[src/rtl/axi_rom_burst.sv]
// AXI4 read-only boot ROM slave: FIXED/INCR/WRAP read bursts against a pipelined ROM macro,
// credit-controlled skid FIFO on R, bounds-checked beats, SLVERR for every write.

package ariane_axi;
  localparam int unsigned AddrWidth = 64;
  localparam int unsigned DataWidth = 64;
  localparam int unsigned IdWidth   = 4;
  localparam int unsigned UserWidth = 1;

  typedef logic [AddrWidth-1:0]   addr_t;
  typedef logic [DataWidth-1:0]   data_t;
  typedef logic [DataWidth/8-1:0] strb_t;
  typedef logic [IdWidth-1:0]     id_t;
  typedef logic [UserWidth-1:0]   user_t;

  typedef struct packed {
    id_t         id;
    addr_t       addr;
    logic [7:0]  len;
    logic [2:0]  size;
    logic [1:0]  burst;
    logic        lock;
    logic [3:0]  cache;
    logic [2:0]  prot;
    logic [3:0]  qos;
    logic [3:0]  region;
    logic [5:0]  atop;
    user_t       user;
  } aw_chan_t;

  typedef struct packed {
    data_t data;
    strb_t strb;
    logic  last;
    user_t user;
  } w_chan_t;

  typedef struct packed {
    id_t        id;
    logic [1:0] resp;
    user_t      user;
  } b_chan_t;

  typedef struct packed {
    id_t         id;
    addr_t       addr;
    logic [7:0]  len;
    logic [2:0]  size;
    logic [1:0]  burst;
    logic        lock;
    logic [3:0]  cache;
    logic [2:0]  prot;
    logic [3:0]  qos;
    logic [3:0]  region;
    user_t       user;
  } ar_chan_t;

  typedef struct packed {
    id_t        id;
    data_t      data;
    logic [1:0] resp;
    logic       last;
    user_t      user;
  } r_chan_t;

  typedef struct packed {
    aw_chan_t aw;
    logic     aw_valid;
    w_chan_t  w;
    logic     w_valid;
    logic     b_ready;
    ar_chan_t ar;
    logic     ar_valid;
    logic     r_ready;
  } req_t;

  typedef struct packed {
    logic     aw_ready;
    logic     ar_ready;
    logic     w_ready;
    logic     b_valid;
    b_chan_t  b;
    logic     r_valid;
    r_chan_t  r;
  } resp_t;
endpackage

module axi_rom_burst #(
  parameter int unsigned AxiAddrWidth = 64,
  parameter int unsigned AxiDataWidth = 64,
  parameter int unsigned AxiIdWidth   = 4,
  parameter int unsigned AxiUserWidth = 1,
  parameter int unsigned RomWords     = 1024,
  parameter int unsigned RomLatency   = 1,
  parameter logic [AxiAddrWidth-1:0] BaseAddr = 64'h1_0000
) (
  input  logic                        clk,
  input  logic                        ndmreset,
  input  ariane_axi::req_t            axi_req_i,
  output ariane_axi::resp_t           axi_resp_o,
  output logic                        rom_req_o,
  output logic [$clog2(RomWords)-1:0] rom_addr_o,
  input  logic [AxiDataWidth-1:0]     rom_rdata_i
);

  localparam int unsigned IdxW = $clog2(RomWords);
  localparam int unsigned OffW = $clog2(AxiDataWidth/8);
  localparam int unsigned D    = RomLatency + 1;
  localparam int unsigned CrW  = $clog2(D+1);
  localparam int unsigned PtrW = $clog2(D);
  localparam logic [AxiUserWidth-1:0] UserZero = '0;

  typedef logic [AxiAddrWidth-1:0] addr_t;
  typedef enum logic {R_IDLE, R_ISSUE} rstate_e;
  typedef enum logic [1:0] {W_IDLE, W_DRAIN, W_RESP} wstate_e;

  rstate_e               rstate_q, rstate_d;
  wstate_e               wstate_q, wstate_d;
  logic                  init_q;
  logic [AxiIdWidth-1:0] rid_q, rid_d, wid_q, wid_d;
  addr_t                 raddr_q, raddr_d;
  logic [7:0]            rlen_q, rlen_d, rcnt_q, rcnt_d;
  logic [2:0]            rsize_q, rsize_d;
  logic [1:0]            rburst_q, rburst_d;
  logic                  rdone_q, rdone_d;
  logic [CrW-1:0]        credits_q, credits_d;

  logic [RomLatency-1:0] dl_vld_q, dl_err_q, dl_last_q;

  logic [AxiDataWidth-1:0] fdata_q [D];
  logic [1:0]              fresp_q [D];
  logic                    flast_q [D];
  logic [PtrW-1:0]         wptr_q, rptr_q;
  logic [CrW-1:0]          fcnt_q;

  logic  ar_ready, aw_ready, w_ready, b_valid;
  logic  r_valid, r_last, r_hs, issue, beat_err, push, ar_wrap_ok;
  addr_t beat_bytes, wrap_mask, incr_addr, next_addr, word_off, idx;
  logic  unused_req;

  assign unused_req = ^axi_req_i;

  // Beat address arithmetic, all at full address width
  assign beat_bytes = addr_t'(1) << rsize_q;
  assign wrap_mask  = ((addr_t'(rlen_q) + addr_t'(1)) << rsize_q) - addr_t'(1);
  assign incr_addr  = (raddr_q & ~(beat_bytes - addr_t'(1))) + beat_bytes;
  assign word_off   = raddr_q - BaseAddr;
  assign idx        = word_off >> OffW;
  assign beat_err   = (raddr_q < BaseAddr) || (idx >= addr_t'(RomWords));
  assign ar_wrap_ok = axi_req_i.ar.len inside {8'd1, 8'd3, 8'd7, 8'd15};

  always_comb begin
    next_addr = incr_addr;
    case (rburst_q)
      2'b00:   next_addr = raddr_q;
      2'b10:   next_addr = (raddr_q & ~wrap_mask) | ((raddr_q + beat_bytes) & wrap_mask);
      default: next_addr = incr_addr;
    endcase
  end

  assign r_valid = (fcnt_q != '0);
  assign r_last  = flast_q[rptr_q];
  assign r_hs    = r_valid && axi_req_i.r_ready;
  // A credit returned by this cycle's R handshake may be spent immediately, so a
  // full pipeline of D entries streams without bubbles.
  assign issue      = (rstate_q == R_ISSUE) && !rdone_q && ((credits_q != '0) || r_hs);
  assign rom_req_o  = issue && !beat_err;
  assign rom_addr_o = rom_req_o ? idx[IdxW-1:0] : '0;
  assign push       = dl_vld_q[RomLatency-1];

  always_comb begin
    rstate_d  = rstate_q;
    rid_d     = rid_q;
    raddr_d   = raddr_q;
    rlen_d    = rlen_q;
    rsize_d   = rsize_q;
    rburst_d  = rburst_q;
    rcnt_d    = rcnt_q;
    rdone_d   = rdone_q;
    ar_ready  = 1'b0;
    case (rstate_q)
      R_IDLE: begin
        ar_ready = init_q;
        if (init_q && axi_req_i.ar_valid) begin
          rid_d    = axi_req_i.ar.id;
          raddr_d  = axi_req_i.ar.addr;
          rlen_d   = axi_req_i.ar.len;
          rsize_d  = axi_req_i.ar.size;
          rburst_d = (axi_req_i.ar.burst == 2'b10 && !ar_wrap_ok) ? 2'b01 : axi_req_i.ar.burst;
          rcnt_d   = axi_req_i.ar.len;
          rdone_d  = 1'b0;
          rstate_d = R_ISSUE;
        end
      end
      R_ISSUE: begin
        if (issue) begin
          raddr_d = next_addr;
          rcnt_d  = rcnt_q - 8'd1;
          if (rcnt_q == 8'd0) rdone_d = 1'b1;
        end
        if (r_hs && r_last) rstate_d = R_IDLE;
      end
      default: rstate_d = R_IDLE;
    endcase
    credits_d = credits_q - CrW'(issue) + CrW'(r_hs);
  end

  always_comb begin
    wstate_d = wstate_q;
    wid_d    = wid_q;
    aw_ready = 1'b0;
    w_ready  = 1'b0;
    b_valid  = 1'b0;
    case (wstate_q)
      W_IDLE: begin
        aw_ready = init_q;
        if (init_q && axi_req_i.aw_valid) begin
          wid_d    = axi_req_i.aw.id;
          wstate_d = W_DRAIN;
        end
      end
      W_DRAIN: begin
        w_ready = 1'b1;
        if (axi_req_i.w_valid && axi_req_i.w.last) wstate_d = W_RESP;
      end
      W_RESP: begin
        b_valid = 1'b1;
        if (axi_req_i.b_ready) wstate_d = W_IDLE;
      end
      default: wstate_d = W_IDLE;
    endcase
  end

  always_ff @(posedge clk) begin
    if (ndmreset) begin
      rstate_q  <= R_IDLE;
      wstate_q  <= W_IDLE;
      init_q    <= 1'b0;
      rid_q     <= '0;
      wid_q     <= '0;
      raddr_q   <= '0;
      rlen_q    <= '0;
      rsize_q   <= '0;
      rburst_q  <= '0;
      rcnt_q    <= '0;
      rdone_q   <= 1'b0;
      credits_q <= CrW'(D);
      dl_vld_q  <= '0;
      wptr_q    <= '0;
      rptr_q    <= '0;
      fcnt_q    <= '0;
    end else begin
      rstate_q  <= rstate_d;
      wstate_q  <= wstate_d;
      init_q    <= 1'b1;
      rid_q     <= rid_d;
      wid_q     <= wid_d;
      raddr_q   <= raddr_d;
      rlen_q    <= rlen_d;
      rsize_q   <= rsize_d;
      rburst_q  <= rburst_d;
      rcnt_q    <= rcnt_d;
      rdone_q   <= rdone_d;
      credits_q <= credits_d;
      dl_vld_q[0] <= issue;
      for (int unsigned i = 1; i < RomLatency; i++) dl_vld_q[i] <= dl_vld_q[i-1];
      if (push) wptr_q <= (wptr_q == PtrW'(D-1)) ? '0 : wptr_q + PtrW'(1);
      if (r_hs) rptr_q <= (rptr_q == PtrW'(D-1)) ? '0 : rptr_q + PtrW'(1);
      fcnt_q <= fcnt_q + CrW'(push) - CrW'(r_hs);
    end
  end

  always_ff @(posedge clk) begin
    dl_err_q[0]  <= beat_err;
    dl_last_q[0] <= (rcnt_q == 8'd0);
    for (int unsigned i = 1; i < RomLatency; i++) begin
      dl_err_q[i]  <= dl_err_q[i-1];
      dl_last_q[i] <= dl_last_q[i-1];
    end
    if (push) begin
      fdata_q[wptr_q] <= dl_err_q[RomLatency-1] ? '0 : rom_rdata_i;
      fresp_q[wptr_q] <= dl_err_q[RomLatency-1] ? 2'b10 : 2'b00;
      flast_q[wptr_q] <= dl_last_q[RomLatency-1];
    end
  end

  always_comb begin
    axi_resp_o          = '0;
    axi_resp_o.ar_ready = ar_ready;
    axi_resp_o.aw_ready = aw_ready;
    axi_resp_o.w_ready  = w_ready;
    axi_resp_o.b_valid  = b_valid;
    axi_resp_o.b.id     = wid_q;
    axi_resp_o.b.resp   = 2'b10;
    axi_resp_o.b.user   = UserZero;
    axi_resp_o.r_valid  = r_valid;
    axi_resp_o.r.id     = rid_q;
    axi_resp_o.r.data   = fdata_q[rptr_q];
    axi_resp_o.r.resp   = fresp_q[rptr_q];
    axi_resp_o.r.last   = r_last;
    axi_resp_o.r.user   = UserZero;
  end

endmodule

[config.mk]
export PLATFORM = sky130hd
export DESIGN_NAME = axi_rom_burst
export DESIGN_NICKNAME = d
export VERILOG_FILES = /design/src/rtl/axi_rom_burst.sv
export SDC_FILE = /design/constraint.sdc
export NUM_CORES = 1
export LEC_CHECK = 0
export CORE_ASPECT_RATIO = 1.4
export CORE_MARGIN = 2
export CORE_UTILIZATION = 30
export CTS_CLUSTER_DIAMETER = 150
export DETAILED_ROUTE_END_ITERATION = 12
export PLACE_DENSITY = 0.62
export SLEW_MARGIN = 20
export SYNTH_ARGS = -nofsm -noshare
export SYNTH_HDL_FRONTEND = slang
export SYNTH_SLANG_ARGS = --single-unit
[constraint.sdc]
create_clock -name clk -period 4.3 [get_ports clk]
set_input_delay 0.43 -clock clk [delete_from_list [all_inputs] [get_ports clk]]
set_output_delay 0.43 -clock clk [all_outputs]
set_load 0.02 [all_outputs]
==> results of run 1 <==
[per-stage QoR]
step                worst slack (ns)  instance area, um2  TNS, ns  cells
CTS                          -0.0219               20900  -0.0414   2857
detailed placement            -0.273               19800    -2.08   2806
global route                  -0.196               21100    -1.86   2860
finish                       -0.0596               21100   -0.355   2860
global placement              -0.365               19800    -3.14   2806
floorplan                      0.251               15900        0   1842
[critical path, cell delays in order (launching register included)]
cell and delay [ns]:
dfxtp_1 0.38, or4_4 0.60, nor4_2 0.29, nand2_1 0.12, buf_4 0.16, nor4_1 0.24, nand2_1 0.16, a2111oi_4 0.37
buf_4 0.18, o2111ai_4 0.13, buf_6 0.18, buf_12 0.14, nor3_4 0.23, buf_6 0.15
[logic make-up after synthesis]
family / share of synthesized area
buffers and inverters: 0.0539
DFF: 0.386
other: 0.000473
AOI/OAI and AO/OA: 0.200
and+or+nand+nor: 0.239
adders and majority gates: 0.0202
xor gates and xnor gates: 0.0430
muxes: 0.0579
[layer usage]
metal  GRT usage  vias up  wire length (um)
met3      0.0493      242              5600
met5           0        -                48
met1       0.263     7643             25100
met4       0.138        6              4530
met2       0.380      818             29800
li1            -     7375                 -
[cell type report]
type                    count  area share
multi-input cells        1392       0.434
flip-flops and latches    240       0.292
repair buffers            406       0.176
well taps                 707      0.0420
clock buffers              27      0.0321
clock inverters            23      0.0126
inverters                  65      0.0117
[cells in the final DEF, fill, tap and decap left out, types with 69 or more instances in the layout]
cell / netlist / routed
buf_4: 11 / 153
o21ai_0: 89 / 86
clkdlybuf4s50_1: 0 / 234
a21oi_1: 99 / 98
dfxtp_1: 108 / 100
mux2_2: 69 / 69
nor2b_1: 90 / 88
nand2_1: 165 / 165
nor2_1: 165 / 164
edfxtp_1: 132 / 132
[repair_timing]
item,4_1_cts,5_1_grt
endpoints found under the setup margin,11,17
hold buffers,0,0
resized for setup,89,34
hold endpoints to repair,0,0
pin swaps,8,4
buffers inserted,2,4
[power groups by stage]
stage,Sequential [uW],Combinational (uW),Clock [uW]
after floorplan,2670,1420,0
after global placement,2750,2380,0
after detailed placement,2750,2410,0
after CTS,2700,2470,2590
after global routing,2720,2690,2650
final,2700,2530,2530
[final timing paths]
path	to	startpoint	cells past startpoint
worst max-delay path	rom_addr_o[9]	register	13
worst min-delay path	register	ndmreset	2
worst max register to register	register	rsize_q[1]$_SDFFE_PP0P_	16
worst min register to register	flast_q[1]$_DFFE_PP_	dl_last_q$_DFF_P_	0
[Yosys cell counts, types with 32 or more instances]
cell | instances | area share
nor2_1 | 165 | 0.039
a21oi_1 | 99 | 0.031
dfxtp_1 | 108 | 0.14
nor3_1 | 70 | 0.022
xnor2_1 | 54 | 0.030
nor2b_1 | 90 | 0.035
inv_1 | 64 | 0.015
o21ai_0 | 89 | 0.028
nand2_1 | 165 | 0.039
edfxtp_1 | 132 | 0.25
nand4_1 | 32 | 0.013
nand3_1 | 48 | 0.015
nor4_1 | 35 | 0.014
clkbuf_1 | 118 | 0.028
mux2_2 | 69 | 0.049
==> results.txt, run 1 <==
number of DRC markers in iteration 0 = 1316
post-route antenna net violation count = 0
Worst-path clk slew = 0.06 ns
share of synthesized area occupied by flip-flops and latches = 0.386
gate count of the mapped netlist = 1839
number of distinct library cells after synthesis = 87
class of the worst hold path = input port to register
setup violation total in the final timing report = 7
area taken by flip-flops and latches = 0.00614 mm2
remaining max-slew budget at the tightest pin = 0.228
share of synthesized flip-flops with an asynchronous set or reset = 0
initial core utilization = 0.304
transition at the pin with the smallest max-transition slack = 1.16 ns
total via count in the routed design = 16.1k
layout-stage area growth over the synthesis result = 32.6%
max_cap viols = 0
clock latency of the later-clocked register in the worst-skew pair = 0.61 ns
Critical Path End Type = output pin
final number of max-transition violations = 0
final core utilization = 0.403
Max H-tree Level = 1
critical path fanouts, max = 6
final critical path time including I/O delays and setup = 4.36 ns
count of final hold-check violations = 0
Req. time, crit path = 3.87 ns
Final HPWL DP = 48900 um
violations in the final reports = negative setup slack
TritonCTS clock tree = yes
top-level I/O count = 442
Psw = 2570 uW
clock buffers created by TritonCTS = 27
wire length reported by the detailed router = 65100 um
number of synthesized flops with an enable pin = 132
warning count from the yosys run = 0
commonest register cell after synthesis = edfxtp_1
maximum vdd drop = 273 uV
overall power after layout = 7760 uW
FF+latch count, synth = 240
Antenna diodes = 0
Internal Pwr Total = 5190 uW
global placer's final weighted congestion = 0.954
setup slack, reg-to-reg = 0.18 ns
RSZ-0062 raised after global routing = yes
power per cell area = 369 mW/mm2
portion of the clock cycle consumed by the worst path in the final layout = 1.01
global-route wire length before repair = 96000 um
min setup slack post-route = -0.0596 ns
area of the mapped netlist = 0.0159 mm2
number of antenna violations at the first check in global routing = 3
Initial DRT Pass Iterations = 6
proportion of power drawn by the clock network = 0.326
buffer type at the clock tree root = clkbuf_16
CP Launch Type = register
largest net degree at the start of global routing = 75
CTS max path bufs = 3
Post-Route Hold Slack = 0.193 ns
final global-route overflow total = 0
total DRC errors in the routed layout = 0
overall die area = 0.0548 mm2
net count of the finished layout = 2504
height of the chip = 276 um
Comb power frac = 0.326
status = finished with violations
via/cell ratio = 5.62
area of the multi-input gates = 0.00914 mm2
count of input and output buffers = 246
Sw Ratio = 0.331
clock sink count = 240
Syn Area/Cell = 8.63 um2
placeable core region = 0.0523 mm2
# rows = 99
GRT Overall Usage = 0.227
fraction of final layout cells with drive strength greater than 1 = 0.168
Wirelength per Cell = 22.8 um
number of fill cells = 5248
die width = 198 um
top achievable clock speed = 0.229 GHz
via count of the first global-routing pass = 15.9k
sequential group share of total power = 0.348
critical path arrival = 3.93 ns
Max Clock Skew = 0.0408 ns
CP Class = register to output pin
leakage power total = 0.00728 uW
No activity file was read; power rests on OpenSTA's default activity.
==> inputs of run 2 (changes only) <==
Settings changed: CORE_UTILIZATION 30 to 45, PLACE_DENSITY 0.62 to 0.84.
==> run 2 against run 1 <==
  * The flow now finishes without violations
  * Non-clock buffer count increased by 10
  * Die area decreased by 33%
  * Hold slack improved by 0.067 ns
  * Register-to-register slack improved by 0.03 ns
  * Core utilization increased by 19 points
  * Routed wire length decreased by 0.98%
  * Sequential power about the same
  * Worst setup slack improved by 0.074 ns
  * Clock power decreased by 18%
  * Flip-flop and latch count unchanged
  * Global-route usage increased by 12 points
  * Largest cell class unchanged
  * Largest power group unchanged
==> results.txt, run 2 (synthesis gave the netlist of run 1 again) <==
status = finished, final reports clean
wire length reported by the detailed router = 64400 um (-0.98%)
GRT Overall Usage = 0.342 (+0.115)
worst setup slack after placement = -0.274 ns (-0.000673 ns)
Crit Reg-Reg Startpoint = rlen_q[4]$_SDFFE_PP0P_
via/cell ratio = 6.32 (+12%)
number of DRC markers in iteration 0 = 1775 (+35%)
Req. time, crit path = 3.87 ns (about the same)
clock buffers created by TritonCTS = 24 (-11%)
clock latency of the later-clocked register in the worst-skew pair = 0.55 ns (-0.06 ns)
buffer type at the clock tree root = clkbuf_16
class of the worst hold path = input port to register
Worst-path clk slew = 0.07 ns (about the same)
post-route antenna net violation count = 0 (unchanged)
number of cells on the worst reg-to-reg path = 12 (-4)
setup slack, reg-to-reg = 0.21 ns (+0.03 ns)
top achievable clock speed = 0.233 GHz (+1.7%)
count of input and output buffers = 246 (unchanged)
portion of the clock cycle consumed by the worst path in the final layout = 0.997 (-0.0171)
Initial DRT Pass Iterations = 7 (+1)
total DRC errors in the routed layout = 0 (unchanged)
power per cell area = 356 mW/mm2 (-3.6%)
transition at the pin with the smallest max-transition slack = 0.967 ns (-0.191 ns)
Final HPWL DP = 48700 um (-0.36%)
total negative setup slack = 0 ns (+0.355 ns)
height of the chip = 226 um (-18%)
CP Class = register to output pin
layout-stage area growth over the synthesis result = 29.4%
worst hold path startpoint = ndmreset
final critical path time including I/O delays and setup = 4.29 ns (-0.0736 ns)
largest net degree at the start of global routing = 73 (-2.7%)
remaining max-slew budget at the tightest pin = 0.354 (+0.126)
critical path arrival = 3.86 ns (-0.07 ns)
area taken by flip-flops and latches = 0.00614 mm2 (about the same)
Wirelength per Cell = 24.6 um (+8.3%)
via count of the first global-routing pass = 16.2k (+1.9%)
setup violation total in the final timing report = 0 (-7)
global-route wire length before repair = 96000 um (about the same)
leakage power total = 0.00718 uW (-1.4%)
Psw = 2470 uW (-4.0%)
met3 Usage GRT = 0.0807 (+0.0314)
Post-Route Hold Slack = 0.259 ns (+0.0669 ns)
fraction of final layout cells with drive strength greater than 1 = 0.165 (-0.00263)
top-level I/O count = 442 (unchanged)
sequential group share of total power = 0.368 (+0.020)
CTS max path bufs = 3 (unchanged)
total via count in the routed design = 16.5k (+2.8%)
Hold Path Cell Cnt = 2 (unchanged)
most frequent standard cell in the layout excluding fill and tap cells = clkdlybuf4s50_1
overall power after layout = 7310 uW (-5.9%)
maximum vdd drop = 306 uV (+12%)
Max H-tree Level = 1 (unchanged)
global placer's final weighted congestion = 1.02 (+6.4%)
final number of max-transition violations = 0 (unchanged)
final global-route overflow total = 0 (unchanged)
layer with the highest usage = met2
net count of the finished layout = 2511 (+0.28%)
final core utilization = 0.589 (+0.187)
RSZ-0062 raised after global routing = yes
max_cap viols = 0 (unchanged)
initial core utilization = 0.455 (+0.152)
number of antenna violations at the first check in global routing = 3 (unchanged)
die width = 163 um (-18%)
proportion of power drawn by the clock network = 0.284 (-0.042)
Comb power frac = 0.348 (+0.022)
global routing met1 resource utilization = 0.367 (+0.104)
min setup slack post-route = 0.0140 ns (+0.0736 ns)
Critical Path End Type = output pin
CP Launch Type = register
Max Clock Skew = 0.0117 ns (-0.0291 ns)
TritonCTS clock tree = yes
count of final hold-check violations = 0 (unchanged)
number of fill cells = 3008 (-43%)
Sw Ratio = 0.338 (+0.00651)
met2 layer usage reported by global route = 0.580 (+0.199)
placeable core region = 0.0349 mm2 (-33%)
critical path fanouts, max = 6 (unchanged)
# rows = 81 (-18%)
overall die area = 0.0368 mm2 (-33%)
commonest cells after routing, fill and taps aside = clkdlybuf4s50_1, buf_4, nand2_1
Internal Pwr Total = 4840 uW (-6.8%)
clock sink count = 240 (unchanged)
area of the multi-input gates = 0.00907 mm2 (-0.77%)
run 2: cell types whose count changed in the layout (fill, tap and decap cells not counted), sizes merged:
cell	delta
buf	+10
bufinv	-4
clkbuf	-1
clkinv	-5
clkinvlp	+4
diode	+2
run 2: critical path, stage by stage (launching register included):
cell and delay (ns):
dfxtp_2 0.33, buf_6 0.12, or2_4 0.24, or4_1 0.47, a211o_1 0.31, a222oi_1 0.40
nand4_1 0.24, a2111oi_4 0.23, buf_4 0.17, o2111ai_4 0.16, nor2_1 0.16, buf_4 0.19
and2_1 0.14, buf_4 0.13
run 2: stage by stage:
stage	cell area, um2	std cells
after floorplan	15900	1842
final	20500	2615
after global routing	20500	2614
after detailed placement	19600	2562
after CTS	20400	2606
after global placement	19600	2562
run 2: timing repair:
action / CTS / global route
pin swaps: 4 / 3
setup buffers: 0 / 7
gates resized for setup: 64 / 35
endpoints found under the hold margin: 0 / 0
endpoints found under the setup margin: 11 / 13
hold buffers: 0 / 0
run 2: routing by layer:
metal / up-vias / part of all wire
li1: 7398 / -
met1: 7773 / 0.34
met2: 1035 / 0.47
met3: 331 / 0.094
met4: 2 / 0.092
met5: - / 0.00020
run 2: power groups by stage:
stage | Combinational [uW] | Clock (uW) | Sequential, uW
detailed placement | 2410 | 0 | 2730
finish | 2540 | 2080 | 2690
floorplan | 1420 | 0 | 2670
global placement | 2380 | 0 | 2720
CTS | 2440 | 2100 | 2680
global route | 2700 | 2180 | 2700
run 2: cell type report:
class,count,area share
Clock buffer,26,0.0296
Multi-Input combinational cell,1392,0.441
Sequential cell,240,0.299
Timing Repair Buffer,416,0.183
Inverter,65,0.0119
Clock inverter,18,0.00731
Tap cell,456,0.0278
Antenna cell,2,0.000244
run 2: worst max path at each step:
stage,end,from
floorplan,rom_addr_o[0],register
global placement,rom_addr_o[9],register
detailed placement,rom_addr_o[9],register
CTS,rom_addr_o[8],register
global route,rom_addr_o[6],register
finish,rom_addr_o[0],register
==> inputs of run 3 (changes only) <==
Settings changed: CTS_BUF_LIST set to sky130_fd_sc_hd__clkbuf_8.
==> run 3 against run 2 <==
  * Worst setup slack improved by 0.061 ns
  * Final cell count grew 1.1%
  * Largest power group unchanged
  * Combinational power rose by 2%
  * Non-clock buffer count stayed put
  * Routed wire length rose by 0.72%
  * Register-to-register slack lost 0.02 ns
  * Highest routed layer unchanged
  * Via count grew 0.37%
  * Power fell by 0.79%
  * Hold slack lost 0.033 ns
==> results.txt, run 3 (synthesis gave the netlist of run 1 again) <==
portion of the clock cycle consumed by the worst path in the final layout = 0.983 (-0.0142)
height of the chip = 226 um (unchanged)
CTS max path bufs = 3 (unchanged)
top-level I/O count = 442 (unchanged)
Post-Place Cells = 2562 (unchanged)
clock buffers created by TritonCTS = 40 (+67%)
overall power after layout = 7250 uW (-0.79%)
number of DRC markers in iteration 0 = 1924 (+8.4%)
final global-route overflow total = 0 (unchanged)
proportion of power drawn by the clock network = 0.272 (-0.012)
transition at the pin with the smallest max-transition slack = 0.955 ns (-0.0120 ns)
Max H-tree Level = 2 (+1)
global-route wire length before repair = 96600 um (+0.60%)
leakage power total = 0.00731 uW (+1.8%)
number of antenna violations at the first check in global routing = 4 (+1)
clock latency of the later-clocked register in the worst-skew pair = 0.60 ns (+0.05 ns)
final critical path time including I/O delays and setup = 4.22 ns (-0.0611 ns)
RSZ-0062 raised after global routing = yes
via/cell ratio = 6.28 (-0.73%)
power per cell area = 351 mW/mm2 (-1.4%)
Internal Pwr Total = 4740 uW (-2.0%)
Wirelength per Cell = 24.5 um (-0.38%)
setup slack, reg-to-reg = 0.19 ns (-0.02 ns)
Worst-path clk slew = 0.06 ns (about the same)
final number of max-transition violations = 0 (unchanged)
critical path fanouts, max = 6 (unchanged)
worst setup slack after placement = -0.274 ns (unchanged)
count of final hold-check violations = 0 (unchanged)
cts-stage hold buffer count = 0 (unchanged)
GRT Overall Usage = 0.345 (+0.00259)
max_cap viols = 0 (unchanged)
CP Class = register to output pin
final cell count without fillers = 2644 (+1.1%)
Comb power frac = 0.357 (+0.009)
Critical Path End Type = output pin
count of input and output buffers = 246 (unchanged)
layout-stage area growth over the synthesis result = 30.1%
Req. time, crit path = 3.87 ns (about the same)
die width = 163 um (unchanged)
TritonCTS clock tree = yes
remaining max-slew budget at the tightest pin = 0.362 (+0.00799)
maximum vdd drop = 262 uV (-14%)
Psw = 2510 uW (+1.5%)
wire length reported by the detailed router = 64900 um (+0.72%)
overall die area = 0.0368 mm2 (unchanged)
CP Launch Type = register
sequential group share of total power = 0.371 (+0.003)
via count of the first global-routing pass = 16.5k (+1.7%)
Initial DRT Pass Iterations = 7 (unchanged)
Sw Ratio = 0.346 (+0.00790)
top achievable clock speed = 0.237 GHz (+1.4%)
Max Clock Skew = 0.0372 ns (+0.0255 ns)
clock sink count = 240 (unchanged)
most frequent standard cell in the layout excluding fill and tap cells = clkdlybuf4s50_1
status = finished, final reports clean
class of the worst hold path = input port to register
min setup slack post-route = 0.0751 ns (+0.0611 ns)
final core utilization = 0.593 (+0.00334)
buffer type at the clock tree root = clkbuf_8
Final HPWL DP = 48700 um (unchanged)
global placer's final weighted congestion = 1.02 (unchanged)
number of fill cells = 2998 (-0.33%)
post-route antenna net violation count = 0 (unchanged)
total via count in the routed design = 16.6k (+0.37%)
critical path arrival = 3.79 ns (-0.07 ns)
setup violation total in the final timing report = 0 (unchanged)
placeable core region = 0.0349 mm2 (unchanged)
# rows = 81 (unchanged)
fraction of final layout cells with drive strength greater than 1 = 0.175 (+0.0102)
commonest cells after routing, fill and taps aside = clkdlybuf4s50_1, nand2_1, nor2_1
largest net degree at the start of global routing = 73 (unchanged)
net count of the finished layout = 2527 (+0.64%)
total DRC errors in the routed layout = 0 (unchanged)
initial core utilization = 0.455 (unchanged)
[run 3: cell types whose count changed in the layout (fill, tap and decap cells not counted), moves of 3 or more]
cell	delta
clkbuf_8	+42
clkbuf_16	-24
inv_1	+15
buf_4	-6
buf_6	+5
clkinv_2	+3
[run 3: path summary, 6_finish.rpt]
| path | start | end | cells after the start |
|---|---|---|---|
| max reg2reg | rlen_q[4]$_SDFFE_PP0P_ | register | 12 |
| min reg2reg | dl_last_q$_DFF_P_ | flast_q[1]$_DFFE_PP_ | 0 |
| min | ndmreset | register | 2 |
| max | register | rom_addr_o[8] | 13 |
[run 3: cell type report]
type | count | area, um2 | share of cell area
Multi-Input combinational cell | 1392 | 9150 | 0.443
Sequential cell | 240 | 6140 | 0.297
Timing Repair Buffer | 416 | 3800 | 0.184
Clock buffer | 42 | 578 | 0.0280
Tap cell | 456 | 571 | 0.0276
Inverter | 65 | 244 | 0.0118
Clock inverter | 31 | 179 | 0.00866
Antenna cell | 2 | 5.00 | 0.000242
[run 3: per-stage QoR]
step                      hold WS [ns]  area [um2]  setup TNS, ns
after floorplan                  0.404       15900              0
after global placement           0.408       19600          -2.29
after detailed placement         0.423       19600          -2.34
after CTS                        0.195       20400        -0.0406
after global routing             0.228       20700         -0.663
final                            0.226       20700              0
[run 3: critical path: stages (launching register included)]
cell,delay [ns]
dfxtp_2,0.37
or4_4,0.53
buf_4,0.17
nor4_2,0.24
o21ai_1,0.10
a222oi_1,0.38
nand4_1,0.24
a2111oi_4,0.23
buf_4,0.17
o2111ai_4,0.15
nor2_1,0.15
buf_4,0.19
and2_4,0.16
buf_6,0.11
[run 3: timing repair]
item | 4_1_cts | 5_1_grt
buffers inserted | 0 | 8
gates resized for setup | 76 | 45
pin swaps | 5 | 10
setup endpoints to repair | 11 | 12
[run 3: power by group through the flow]
stage | sequential, uW | clock (uW) | combinational, uW
after floorplan | 2670 | 0 | 1420
after CTS | 2680 | 2010 | 2460
after global placement | 2720 | 0 | 2380
final | 2690 | 1970 | 2590
after detailed placement | 2730 | 0 | 2410
after global routing | 2700 | 2090 | 2750
[run 3: per-layer routing]
metal | up-vias | GRT usage | wire length (um) | share of wire
li1 | 7435 | - | - | -
met5 | - | 0 | 13 | 0.00020
met1 | 7790 | 0.370 | 22600 | 0.35
met3 | 316 | 0.0794 | 5900 | 0.091
met2 | 1057 | 0.579 | 30400 | 0.47
met4 | 2 | 0.280 | 6020 | 0.093
